[config.mk]
export PLATFORM = sky130hd
export DESIGN_NAME = id_ex_stage_reg_flat
export DESIGN_NICKNAME = d
export VERILOG_FILES = /design/src/rtl/riscv_pipe_pkg.sv /design/src/rtl/id_ex_stage_reg_if.sv /design/src/rtl/load_use_detect.sv /design/src/rtl/id_ex_stage_reg.sv /design/src/flat_wrapper.sv
export SDC_FILE = /design/constraint.sdc
export NUM_CORES = 1
export LEC_CHECK = 0
export CELL_PAD_IN_SITES_DETAIL_PLACEMENT = 2
export CELL_PAD_IN_SITES_GLOBAL_PLACEMENT = 2
export CORE_ASPECT_RATIO = 1.4
export CORE_MARGIN = 2
export CORE_UTILIZATION = 25
export DETAILED_ROUTE_END_ITERATION = 8
export PLACE_DENSITY_LB_ADDON = 0.1
export SLEW_MARGIN = 0
export SYNTH_ARGS = -nofsm -noshare
export SYNTH_HDL_FRONTEND = slang
export SYNTH_SLANG_ARGS = --single-unit
[constraint.sdc]
create_clock -name clk -period 8.4 [get_ports clk]
set_input_delay 1.68 -clock clk [delete_from_list [all_inputs] [get_ports clk]]
set_output_delay 1.68 -clock clk [all_outputs]
set_load 0.01 [all_outputs]
[src/rtl/riscv_pipe_pkg.sv]
// Shared types and constants for the 5-stage RV32I pipeline: decode control bundle,
// opcode map and the action selected by the ID/EX register each cycle.
package riscv_pipe_pkg;

    typedef struct packed {
        logic       alu_src;
        logic [1:0] reg_wb_src;
        logic       reg_write;
        logic       mem_read;
        logic       mem_write;
        logic [1:0] alu_op;
        logic [1:0] ctrl_transfer;
    } ctrl_t;

    localparam ctrl_t CTRL_BUBBLE = '0;

    localparam logic [6:0] OPC_LUI    = 7'b0110111;
    localparam logic [6:0] OPC_AUIPC  = 7'b0010111;
    localparam logic [6:0] OPC_JAL    = 7'b1101111;
    localparam logic [6:0] OPC_JALR   = 7'b1100111;
    localparam logic [6:0] OPC_BRANCH = 7'b1100011;
    localparam logic [6:0] OPC_LOAD   = 7'b0000011;
    localparam logic [6:0] OPC_STORE  = 7'b0100011;
    localparam logic [6:0] OPC_OP_IMM = 7'b0010011;
    localparam logic [6:0] OPC_OP     = 7'b0110011;

    typedef enum logic [1:0] {
        ACT_LOAD  = 2'd0,
        ACT_STALL = 2'd1,
        ACT_HOLD  = 2'd2,
        ACT_FLUSH = 2'd3
    } stage_act_e;

    // True when the bundle would change architectural state (a bubble never does).
    function automatic logic ctrl_has_effect(input ctrl_t c);
        return c.reg_write | c.mem_read | c.mem_write | (c.ctrl_transfer != 2'b00);
    endfunction

endpackage

[src/rtl/id_ex_stage_reg_if.sv]
// Bundle of ID-side inputs, EX-side outputs, stall feedback and perf counters
// exchanged by the ID/EX pipeline register.
interface id_ex_if #(
    parameter int XLEN  = 32,
    parameter int CNT_W = 16
);
    import riscv_pipe_pkg::*;

    logic             id_valid;
    logic [XLEN-1:0]  id_pc;
    logic [XLEN-1:0]  id_rd1;
    logic [XLEN-1:0]  id_rd2;
    logic [XLEN-1:0]  id_imm;
    logic [4:0]       id_rs1;
    logic [4:0]       id_rs2;
    logic [4:0]       id_rd;
    logic [2:0]       id_funct3;
    logic [6:0]       id_funct7;
    ctrl_t            id_ctrl;
    logic             ex_flush;
    logic             ex_hold;

    logic             ex_valid;
    logic [XLEN-1:0]  ex_pc;
    logic [XLEN-1:0]  ex_rd1;
    logic [XLEN-1:0]  ex_rd2;
    logic [XLEN-1:0]  ex_imm;
    logic [4:0]       ex_rs1;
    logic [4:0]       ex_rs2;
    logic [4:0]       ex_rd;
    logic [2:0]       ex_funct3;
    logic [6:0]       ex_funct7;
    ctrl_t            ex_ctrl;
    logic             stall_if_id;
    logic [CNT_W-1:0] perf_stall_cnt;
    logic [CNT_W-1:0] perf_flush_cnt;

    modport slave (
        input  id_valid, id_pc, id_rd1, id_rd2, id_imm, id_rs1, id_rs2, id_rd,
               id_funct3, id_funct7, id_ctrl, ex_flush, ex_hold,
        output ex_valid, ex_pc, ex_rd1, ex_rd2, ex_imm, ex_rs1, ex_rs2, ex_rd,
               ex_funct3, ex_funct7, ex_ctrl, stall_if_id, perf_stall_cnt, perf_flush_cnt
    );

    modport master (
        output id_valid, id_pc, id_rd1, id_rd2, id_imm, id_rs1, id_rs2, id_rd,
               id_funct3, id_funct7, id_ctrl, ex_flush, ex_hold,
        input  ex_valid, ex_pc, ex_rd1, ex_rd2, ex_imm, ex_rs1, ex_rs2, ex_rd,
               ex_funct3, ex_funct7, ex_ctrl, stall_if_id, perf_stall_cnt, perf_flush_cnt
    );

endinterface

[src/rtl/load_use_detect.sv]
// Combinational load-use hazard detector: a load in EX whose destination is read by
// the instruction in ID as a register operand (rs2 only matters for R-type or stores).
module load_use_detect (
    input  logic       ex_valid_i,
    input  logic       ex_mem_read_i,
    input  logic [4:0] ex_rd_i,
    input  logic       id_valid_i,
    input  logic [4:0] id_rs1_i,
    input  logic [4:0] id_rs2_i,
    input  logic       id_alu_src_i,
    input  logic       id_mem_write_i,
    output logic       lu_o
);
    logic hit_rs1_s;
    logic hit_rs2_s;

    assign hit_rs1_s = (ex_rd_i == id_rs1_i);
    assign hit_rs2_s = (ex_rd_i == id_rs2_i) & (~id_alu_src_i | id_mem_write_i);
    assign lu_o      = ex_valid_i & ex_mem_read_i & (ex_rd_i != 5'd0) & id_valid_i
                     & (hit_rs1_s | hit_rs2_s);

endmodule

[src/rtl/id_ex_stage_reg.sv]
// ID/EX pipeline register with load-use bubble insertion, flush squashing, downstream
// hold and saturating stall/flush performance counters.
module id_ex_stage_reg
    import riscv_pipe_pkg::*;
#(
    parameter int XLEN  = 32,
    parameter int CNT_W = 16
) (
    input  logic   clk,
    input  logic   reset,
    id_ex_if.slave bus
);
    localparam logic [CNT_W-1:0] CNT_MAX = {CNT_W{1'b1}};
    localparam logic [CNT_W-1:0] CNT_ONE = {{(CNT_W-1){1'b0}}, 1'b1};

    logic       lu_s;
    stage_act_e act_s;

    logic             ex_valid_q,  ex_valid_d;
    logic [XLEN-1:0]  ex_pc_q,     ex_pc_d;
    logic [XLEN-1:0]  ex_rd1_q,    ex_rd1_d;
    logic [XLEN-1:0]  ex_rd2_q,    ex_rd2_d;
    logic [XLEN-1:0]  ex_imm_q,    ex_imm_d;
    logic [4:0]       ex_rs1_q,    ex_rs1_d;
    logic [4:0]       ex_rs2_q,    ex_rs2_d;
    logic [4:0]       ex_rd_q,     ex_rd_d;
    logic [2:0]       ex_funct3_q, ex_funct3_d;
    logic [6:0]       ex_funct7_q, ex_funct7_d;
    ctrl_t            ex_ctrl_q,   ex_ctrl_d;
    logic [CNT_W-1:0] stall_cnt_q, stall_cnt_d;
    logic [CNT_W-1:0] flush_cnt_q, flush_cnt_d;

    load_use_detect u_load_use_detect (
        .ex_valid_i     (ex_valid_q),
        .ex_mem_read_i  (ex_ctrl_q.mem_read),
        .ex_rd_i        (ex_rd_q),
        .id_valid_i     (bus.id_valid),
        .id_rs1_i       (bus.id_rs1),
        .id_rs2_i       (bus.id_rs2),
        .id_alu_src_i   (bus.id_ctrl.alu_src),
        .id_mem_write_i (bus.id_ctrl.mem_write),
        .lu_o           (lu_s)
    );

    // Per-cycle action: flush beats hold beats load-use bubble beats normal capture.
    always_comb begin
        act_s = ACT_LOAD;
        if (bus.ex_flush) begin
            act_s = ACT_FLUSH;
        end else if (bus.ex_hold) begin
            act_s = ACT_HOLD;
        end else if (lu_s) begin
            act_s = ACT_STALL;
        end else begin
            act_s = ACT_LOAD;
        end
    end

    assign bus.stall_if_id = ~bus.ex_flush & (bus.ex_hold | lu_s);

    // Next-state of the EX bank for the selected action.
    always_comb begin
        ex_valid_d  = ex_valid_q;
        ex_pc_d     = ex_pc_q;
        ex_rd1_d    = ex_rd1_q;
        ex_rd2_d    = ex_rd2_q;
        ex_imm_d    = ex_imm_q;
        ex_rs1_d    = ex_rs1_q;
        ex_rs2_d    = ex_rs2_q;
        ex_rd_d     = ex_rd_q;
        ex_funct3_d = ex_funct3_q;
        ex_funct7_d = ex_funct7_q;
        ex_ctrl_d   = ex_ctrl_q;
        case (act_s)
            ACT_HOLD: begin
                ex_valid_d = ex_valid_q;
            end
            ACT_LOAD: begin
                ex_valid_d  = bus.id_valid;
                ex_pc_d     = bus.id_pc;
                ex_rd1_d    = bus.id_rd1;
                ex_rd2_d    = bus.id_rd2;
                ex_imm_d    = bus.id_imm;
                ex_rs1_d    = bus.id_rs1;
                ex_rs2_d    = bus.id_rs2;
                ex_rd_d     = bus.id_rd;
                ex_funct3_d = bus.id_funct3;
                ex_funct7_d = bus.id_funct7;
                ex_ctrl_d   = bus.id_valid ? bus.id_ctrl : CTRL_BUBBLE;
            end
            default: begin
                ex_valid_d  = 1'b0;
                ex_pc_d     = '0;
                ex_rd1_d    = '0;
                ex_rd2_d    = '0;
                ex_imm_d    = '0;
                ex_rs1_d    = 5'd0;
                ex_rs2_d    = 5'd0;
                ex_rd_d     = 5'd0;
                ex_funct3_d = 3'd0;
                ex_funct7_d = 7'd0;
                ex_ctrl_d   = CTRL_BUBBLE;
            end
        endcase
    end

    // EX register bank.
    always_ff @(posedge clk or posedge reset) begin
        if (reset) begin
            ex_valid_q  <= 1'b0;
            ex_pc_q     <= '0;
            ex_rd1_q    <= '0;
            ex_rd2_q    <= '0;
            ex_imm_q    <= '0;
            ex_rs1_q    <= 5'd0;
            ex_rs2_q    <= 5'd0;
            ex_rd_q     <= 5'd0;
            ex_funct3_q <= 3'd0;
            ex_funct7_q <= 7'd0;
            ex_ctrl_q   <= CTRL_BUBBLE;
        end else begin
            ex_valid_q  <= ex_valid_d;
            ex_pc_q     <= ex_pc_d;
            ex_rd1_q    <= ex_rd1_d;
            ex_rd2_q    <= ex_rd2_d;
            ex_imm_q    <= ex_imm_d;
            ex_rs1_q    <= ex_rs1_d;
            ex_rs2_q    <= ex_rs2_d;
            ex_rd_q     <= ex_rd_d;
            ex_funct3_q <= ex_funct3_d;
            ex_funct7_q <= ex_funct7_d;
            ex_ctrl_q   <= ex_ctrl_d;
        end
    end

    // Saturating counter increments; held at all-ones rather than wrapping.
    always_comb begin
        stall_cnt_d = stall_cnt_q;
        flush_cnt_d = flush_cnt_q;
        if ((act_s == ACT_STALL) && (stall_cnt_q != CNT_MAX)) begin
            stall_cnt_d = stall_cnt_q + CNT_ONE;
        end else begin
            stall_cnt_d = stall_cnt_q;
        end
        if ((act_s == ACT_FLUSH) && (flush_cnt_q != CNT_MAX)) begin
            flush_cnt_d = flush_cnt_q + CNT_ONE;
        end else begin
            flush_cnt_d = flush_cnt_q;
        end
    end

    // Performance counter registers.
    always_ff @(posedge clk or posedge reset) begin
        if (reset) begin
            stall_cnt_q <= '0;
            flush_cnt_q <= '0;
        end else begin
            stall_cnt_q <= stall_cnt_d;
            flush_cnt_q <= flush_cnt_d;
        end
    end

    assign bus.ex_valid       = ex_valid_q;
    assign bus.ex_pc          = ex_pc_q;
    assign bus.ex_rd1         = ex_rd1_q;
    assign bus.ex_rd2         = ex_rd2_q;
    assign bus.ex_imm         = ex_imm_q;
    assign bus.ex_rs1         = ex_rs1_q;
    assign bus.ex_rs2         = ex_rs2_q;
    assign bus.ex_rd          = ex_rd_q;
    assign bus.ex_funct3      = ex_funct3_q;
    assign bus.ex_funct7      = ex_funct7_q;
    assign bus.ex_ctrl        = ex_ctrl_q;
    assign bus.perf_stall_cnt = stall_cnt_q;
    assign bus.perf_flush_cnt = flush_cnt_q;

endmodule

[src/flat_wrapper.sv]
// flat-port wrapper written by rule: the top's interface ports become plain ports
module id_ex_stage_reg_flat import riscv_pipe_pkg::*;
#(
    parameter int XLEN  = 32,
    parameter int CNT_W = 16
)
  (clk, reset, bus_id_valid, bus_id_pc, bus_id_rd1, bus_id_rd2, bus_id_imm, bus_id_rs1, bus_id_rs2, bus_id_rd, bus_id_funct3, bus_id_funct7, bus_id_ctrl, bus_ex_flush, bus_ex_hold, bus_ex_valid, bus_ex_pc, bus_ex_rd1, bus_ex_rd2, bus_ex_imm, bus_ex_rs1, bus_ex_rs2, bus_ex_rd, bus_ex_funct3, bus_ex_funct7, bus_ex_ctrl, bus_stall_if_id, bus_perf_stall_cnt, bus_perf_flush_cnt);
  id_ex_if #(.XLEN(XLEN), .CNT_W(CNT_W)) bus_i ();
  input  logic clk;
  input  logic reset;
  input wire logic [$bits(bus_i.id_valid)-1:0] bus_id_valid;
  input wire logic [$bits(bus_i.id_pc)-1:0] bus_id_pc;
  input wire logic [$bits(bus_i.id_rd1)-1:0] bus_id_rd1;
  input wire logic [$bits(bus_i.id_rd2)-1:0] bus_id_rd2;
  input wire logic [$bits(bus_i.id_imm)-1:0] bus_id_imm;
  input wire logic [$bits(bus_i.id_rs1)-1:0] bus_id_rs1;
  input wire logic [$bits(bus_i.id_rs2)-1:0] bus_id_rs2;
  input wire logic [$bits(bus_i.id_rd)-1:0] bus_id_rd;
  input wire logic [$bits(bus_i.id_funct3)-1:0] bus_id_funct3;
  input wire logic [$bits(bus_i.id_funct7)-1:0] bus_id_funct7;
  input wire logic [$bits(bus_i.id_ctrl)-1:0] bus_id_ctrl;
  input wire logic [$bits(bus_i.ex_flush)-1:0] bus_ex_flush;
  input wire logic [$bits(bus_i.ex_hold)-1:0] bus_ex_hold;
  output wire logic [$bits(bus_i.ex_valid)-1:0] bus_ex_valid;
  output wire logic [$bits(bus_i.ex_pc)-1:0] bus_ex_pc;
  output wire logic [$bits(bus_i.ex_rd1)-1:0] bus_ex_rd1;
  output wire logic [$bits(bus_i.ex_rd2)-1:0] bus_ex_rd2;
  output wire logic [$bits(bus_i.ex_imm)-1:0] bus_ex_imm;
  output wire logic [$bits(bus_i.ex_rs1)-1:0] bus_ex_rs1;
  output wire logic [$bits(bus_i.ex_rs2)-1:0] bus_ex_rs2;
  output wire logic [$bits(bus_i.ex_rd)-1:0] bus_ex_rd;
  output wire logic [$bits(bus_i.ex_funct3)-1:0] bus_ex_funct3;
  output wire logic [$bits(bus_i.ex_funct7)-1:0] bus_ex_funct7;
  output wire logic [$bits(bus_i.ex_ctrl)-1:0] bus_ex_ctrl;
  output wire logic [$bits(bus_i.stall_if_id)-1:0] bus_stall_if_id;
  output wire logic [$bits(bus_i.perf_stall_cnt)-1:0] bus_perf_stall_cnt;
  output wire logic [$bits(bus_i.perf_flush_cnt)-1:0] bus_perf_flush_cnt;
  assign bus_i.id_valid = bus_id_valid;
  assign bus_i.id_pc = bus_id_pc;
  assign bus_i.id_rd1 = bus_id_rd1;
  assign bus_i.id_rd2 = bus_id_rd2;
  assign bus_i.id_imm = bus_id_imm;
  assign bus_i.id_rs1 = bus_id_rs1;
  assign bus_i.id_rs2 = bus_id_rs2;
  assign bus_i.id_rd = bus_id_rd;
  assign bus_i.id_funct3 = bus_id_funct3;
  assign bus_i.id_funct7 = bus_id_funct7;
  assign bus_i.id_ctrl = bus_id_ctrl;
  assign bus_i.ex_flush = bus_ex_flush;
  assign bus_i.ex_hold = bus_ex_hold;
  assign bus_ex_valid = bus_i.ex_valid;
  assign bus_ex_pc = bus_i.ex_pc;
  assign bus_ex_rd1 = bus_i.ex_rd1;
  assign bus_ex_rd2 = bus_i.ex_rd2;
  assign bus_ex_imm = bus_i.ex_imm;
  assign bus_ex_rs1 = bus_i.ex_rs1;
  assign bus_ex_rs2 = bus_i.ex_rs2;
  assign bus_ex_rd = bus_i.ex_rd;
  assign bus_ex_funct3 = bus_i.ex_funct3;
  assign bus_ex_funct7 = bus_i.ex_funct7;
  assign bus_ex_ctrl = bus_i.ex_ctrl;
  assign bus_stall_if_id = bus_i.stall_if_id;
  assign bus_perf_stall_cnt = bus_i.perf_stall_cnt;
  assign bus_perf_flush_cnt = bus_i.perf_flush_cnt;
  id_ex_stage_reg #(.XLEN(XLEN), .CNT_W(CNT_W)) u_core (.clk(clk), .reset(reset), .bus(bus_i));
endmodule
==> results.tsv <==
stage	metric	value	unit
logic_synthesis	Async SR Flop Fraction	100.0	%
floorplan	Initial Util	25.27	%
clock_network	worst skew pair latency	0.46	ns
routing	DRT iter0 DRCs	285	
clock_network	clock-pin slew on the worst setup and hold paths	0.06	ns
critical_path	Crit. End Element	output pin	
final_layout	synthesis-to-finish area growth	60.78	%
final_layout	Nets	1059	
sta	setup TNS	0	ns
logic_synthesis	mux cell area share after synthesis	0.4812	%
logic_synthesis	Seq/Total Area, Yosys	65.04	%
clock_network	clock tree buffer depth	2	
routing	DRT antenna net count	0	
clock_network	Post-CTS Setup Repair Bufs	0	
global_route	total gr overflow	0	
placed_design	worst slack, placed	2.800	ns
critical_path	Critical path origin	bus_id_rs2[1]	
routing	drt pass-1 iters	4	
pwr	Switching Share	25.03	%
placed_design	Placed Area	0.01150	sq mm
clock_network	CTS H-Tree Depth	4	
placed_design	Placed Cells	1255	
placed_design	DP HPWL	21.19	mm
global_route	initial antenna violation count	2	
critical_path	Worst R2R Start	u_core.bus.ex_rd[1]	
clock_network	CTS tree	done	
sta	final hold vios	0	
pwr	combinational group share of total power	16.3	%
hold_path	hold-critical path depth	1	
sta	RSZ-0062 raised after global routing	no	
critical_path	Critical Path Start Type	input pin	
placed_design	IO buf count	364	
critical_path	worst r2r path cells	7	
pwr	P_leak	5.300	nW
logic_synthesis	Avg Cell Area, Syn	13.96	sq um
pwr	switching power	579.8	uW
critical_path	worst setup path category	input pin to output pin	
global_route	vias in the first global route	7083	
floorplan	core area	0.02984	sq mm
floorplan	DIE WIDTH	150.8	um
critical_path	arrival time worst endpoint	3.84	ns
sta	slew of the pin with the lowest slew margin	1.162	ns
logic_synthesis	post-synthesis xor/xnor area fraction	4.297	%
clock_network	Post-CTS Resized	0	
sta	Worst slew margin	22.54	%
placed_design	gpl congestion	0.7695	
flow_run	number of max-cap violations	0	
final_layout	share of cells above drive strength 1	5.117	%
pwr	power per cell area	191.1	mW/mm^2
floorplan	Die Span Y	209.5	um
sta	post-layout min period	5.522	ns
routing	vias per std cell	4.816	
pwr	worst vdd ir	0.0001395	V
logic_synthesis	Synth Area in Compound Gates	20.44	%
logic_synthesis	Synth Area in Simple Gates	6.205	%
global_route	first-pass GRT wire length	44.79	mm
clock_network	CTS Buf Count	17	
logic_synthesis	prevailing post-synth register cell	dfrtp_1	
global_route	GRT Overall Usage	18.86	%
logic_synthesis	Ys Warns	0	
logic_synthesis	Synth Net Count	710	
final_layout	Finished Cell Area	0.01212	sq mm
pwr	Clock power frac	38.5	%
logic_synthesis	Cell variety after synth	40	
pwr	Cell Int Power	1.737	mW
routing	# DRC	0	
logic_synthesis	largest family of logic cells by synthesized area	compound AO/OA/AOI/OAI gates	
final_layout	final cell count without fillers	1286	
logic_synthesis	Seq cells post-synth	196	
sta	final slew viol count	0	
sta	final setup fails	0	
logic_synthesis	Mapped Cells	540	
sta	Tcrit/Tclk final	65.74	%
routing	Via Count	6193	
logic_synthesis	post-synthesis adder-cell area fraction	0.3318	%
global_route	largest net degree at the start of global routing	131	
hold_path	Worst Hold Class	flip-flop to flip-flop	
sta	post-layout worst setup margin	2.878	ns
logic_synthesis	EDFF count, synth	0	
critical_path	Reg2Reg Capture Point	u_core.bus.ex_ctrl[2]	
critical_path	end point of the critical path	bus_stall_if_id	
sta	fmax	0.1811	GHz
clock_network	cts hold-fix bufs	0	
logic_synthesis	synthesized cell area	0.007541	sq mm
sta	clock skew	0.01206	ns
critical_path	CP max FO	7	
routing	drt total wl	29.54	mm
clock_network	root buffer cell	clkbuf_16	
critical_path	Worst R2R Setup Slack	5.03	ns
pwr	Flop pwr share	45.3	%
floorplan	die area	0.03159	sq mm
floorplan	Site Rows	75	
clock_network	clk sink count	196	
floorplan	Top-Level Pins	365	
critical_path	Worst EP required	6.72	ns
outcome	status	complete, no violations	
routing	wire per inst	22.97	um
power by group through the flow:
stage	Clock [mW]	Combinational [mW]	Sequential [mW]
4_1_cts	0.916	0.384	1.05
3_3_place_gp	0	0.374	1.06
3_5_place_dp	0	0.381	1.07
2_1_floorplan	0	0.111	1.09
5_1_grt	0.952	0.405	1.06
6_report	0.891	0.377	1.05
final cells by class:
cell class | count | area (sq um)
Sequential cell | 196 | 4905
Timing Repair Buffer | 369 | 3681
Inverter | 4 | 22.52
Multi-Input combinational cell | 301 | 2410
Tap cell | 385 | 481.7
Antenna cell | 2 | 5.005
Fill cell | 3043 | 17720
Clock buffer | 20 | 466.7
Clock inverter | 9 | 152.6
synthesized netlist by cell type (all sizes together) (2+ instances only):
library cell | n | area share [%]
nor4 | 6 | 0.50
nand2 | 19 | 0.95
a22o | 154 | 18
nor2 | 7 | 0.35
a21oi | 4 | 0.37
nand4 | 10 | 0.83
nor4b | 2 | 0.32
nand3 | 11 | 0.73
nor3 | 7 | 0.53
o21ai | 2 | 0.13
xor2 | 14 | 1.6
inv | 4 | 0.20
ha | 2 | 0.33
and3 | 11 | 0.98
buf | 20 | 2.1
xnor2 | 23 | 2.7
mux2 | 2 | 0.35
and4 | 5 | 0.58
dfrtp | 196 | 65
a32o | 10 | 1.3
clkbuf | 19 | 0.95
through the flow:
stage / util, % / power, mW / hold slack [ns]
3_3_place_gp: 38.54 / 1.437 / 0.4759
6_report: 40.63 / 2.317 / 0.4923
3_5_place_dp: 38.54 / 1.449 / 0.4836
2_1_floorplan: - / 1.198 / 0.4882
5_1_grt: 40.63 / 2.415 / 0.5084
4_1_cts: 40.61 / 2.350 / 0.4986
kinds of logic after synthesis:
| logic type | count (synthesis) |
|---|---|
| xor gates and xnor gates | 37 |
| muxes | 3 |
| buffers and inverters | 43 |
| and+or+nand+nor | 83 |
| AOI/OAI and AO/OA | 176 |
| adders and majority gates | 2 |
| DFF | 196 |
state kept, by name, indices dropped and copies added (netlist names):
signal / count
u_core.bus.ex_rd: 5
u_core.bus.ex_funct7: 7
u_core.bus.ex_imm: 32
u_core.bus.ex_valid: 1
u_core.bus.ex_funct3: 3
u_core.bus.ex_rs1: 5
u_core.bus.ex_rd1: 32
u_core.bus.ex_rs2: 5
u_core.bus.ex_ctrl: 10
u_core.bus.perf_stall_cnt: 16
u_core.bus.ex_pc: 32
u_core.bus.perf_flush_cnt: 16
u_core.bus.ex_rd2: 32
worst max-delay path: stages:
cell and delay [ns]:
clkdlybuf4s50_1 0.52, xnor2_1 0.12, o21ai_0 0.26, o22ai_2 0.40
a21oi_1 0.13, nor2_1 0.16, clkdlybuf4s50_1 0.56
cell usage in the layout, fill, tap and decap left out, types with 2 or more instances in the layout:
cell	Yosys	routed
clkinv_2	0	3
nor3_1	6	6
and3_1	10	10
and4_1	5	5
dfrtp_1	196	196
buf_4	2	5
nor4_1	6	6
a21oi_1	2	2
a22o_1	154	154
inv_1	4	3
a32o_1	10	10
clkbuf_8	0	3
bufinv_16	0	4
nand3_1	11	11
ha_1	2	2
clkdlybuf4s50_1	0	364
nor2_1	7	7
o21ai_0	2	2
nand2_1	19	19
nand4_1	10	10
xor2_1	14	14
xnor2_1	23	23
diode_2	0	2
clkbuf_16	0	17
worst min path at each step:
stage	start	end	slack, ns
finish	u_core.bus.ex_ctrl[8]	u_core.bus.ex_ctrl[8]	0.49
global route	u_core.bus.ex_ctrl[6]	u_core.bus.ex_ctrl[6]	0.51
CTS	u_core.bus.ex_ctrl[8]	u_core.bus.ex_ctrl[8]	0.50
detailed placement	u_core.bus.ex_ctrl[8]	u_core.bus.ex_ctrl[8]	0.48
global placement	u_core.bus.perf_flush_cnt[6]	u_core.bus.perf_flush_cnt[6]	0.48
floorplan	u_core.bus.ex_ctrl[5]	u_core.bus.ex_ctrl[5]	0.49
metal layers:
layer  up-vias  GRT usage [%]  part of all wire, %
met1      3200          21.28                   37
met2       225          33.65                   53
met3        34          4.957                  6.8
met5         -              0                    0
li1       2734              -                    -
met4         0          7.251                  2.6
No activity file was read; power rests on OpenSTA's default activity.
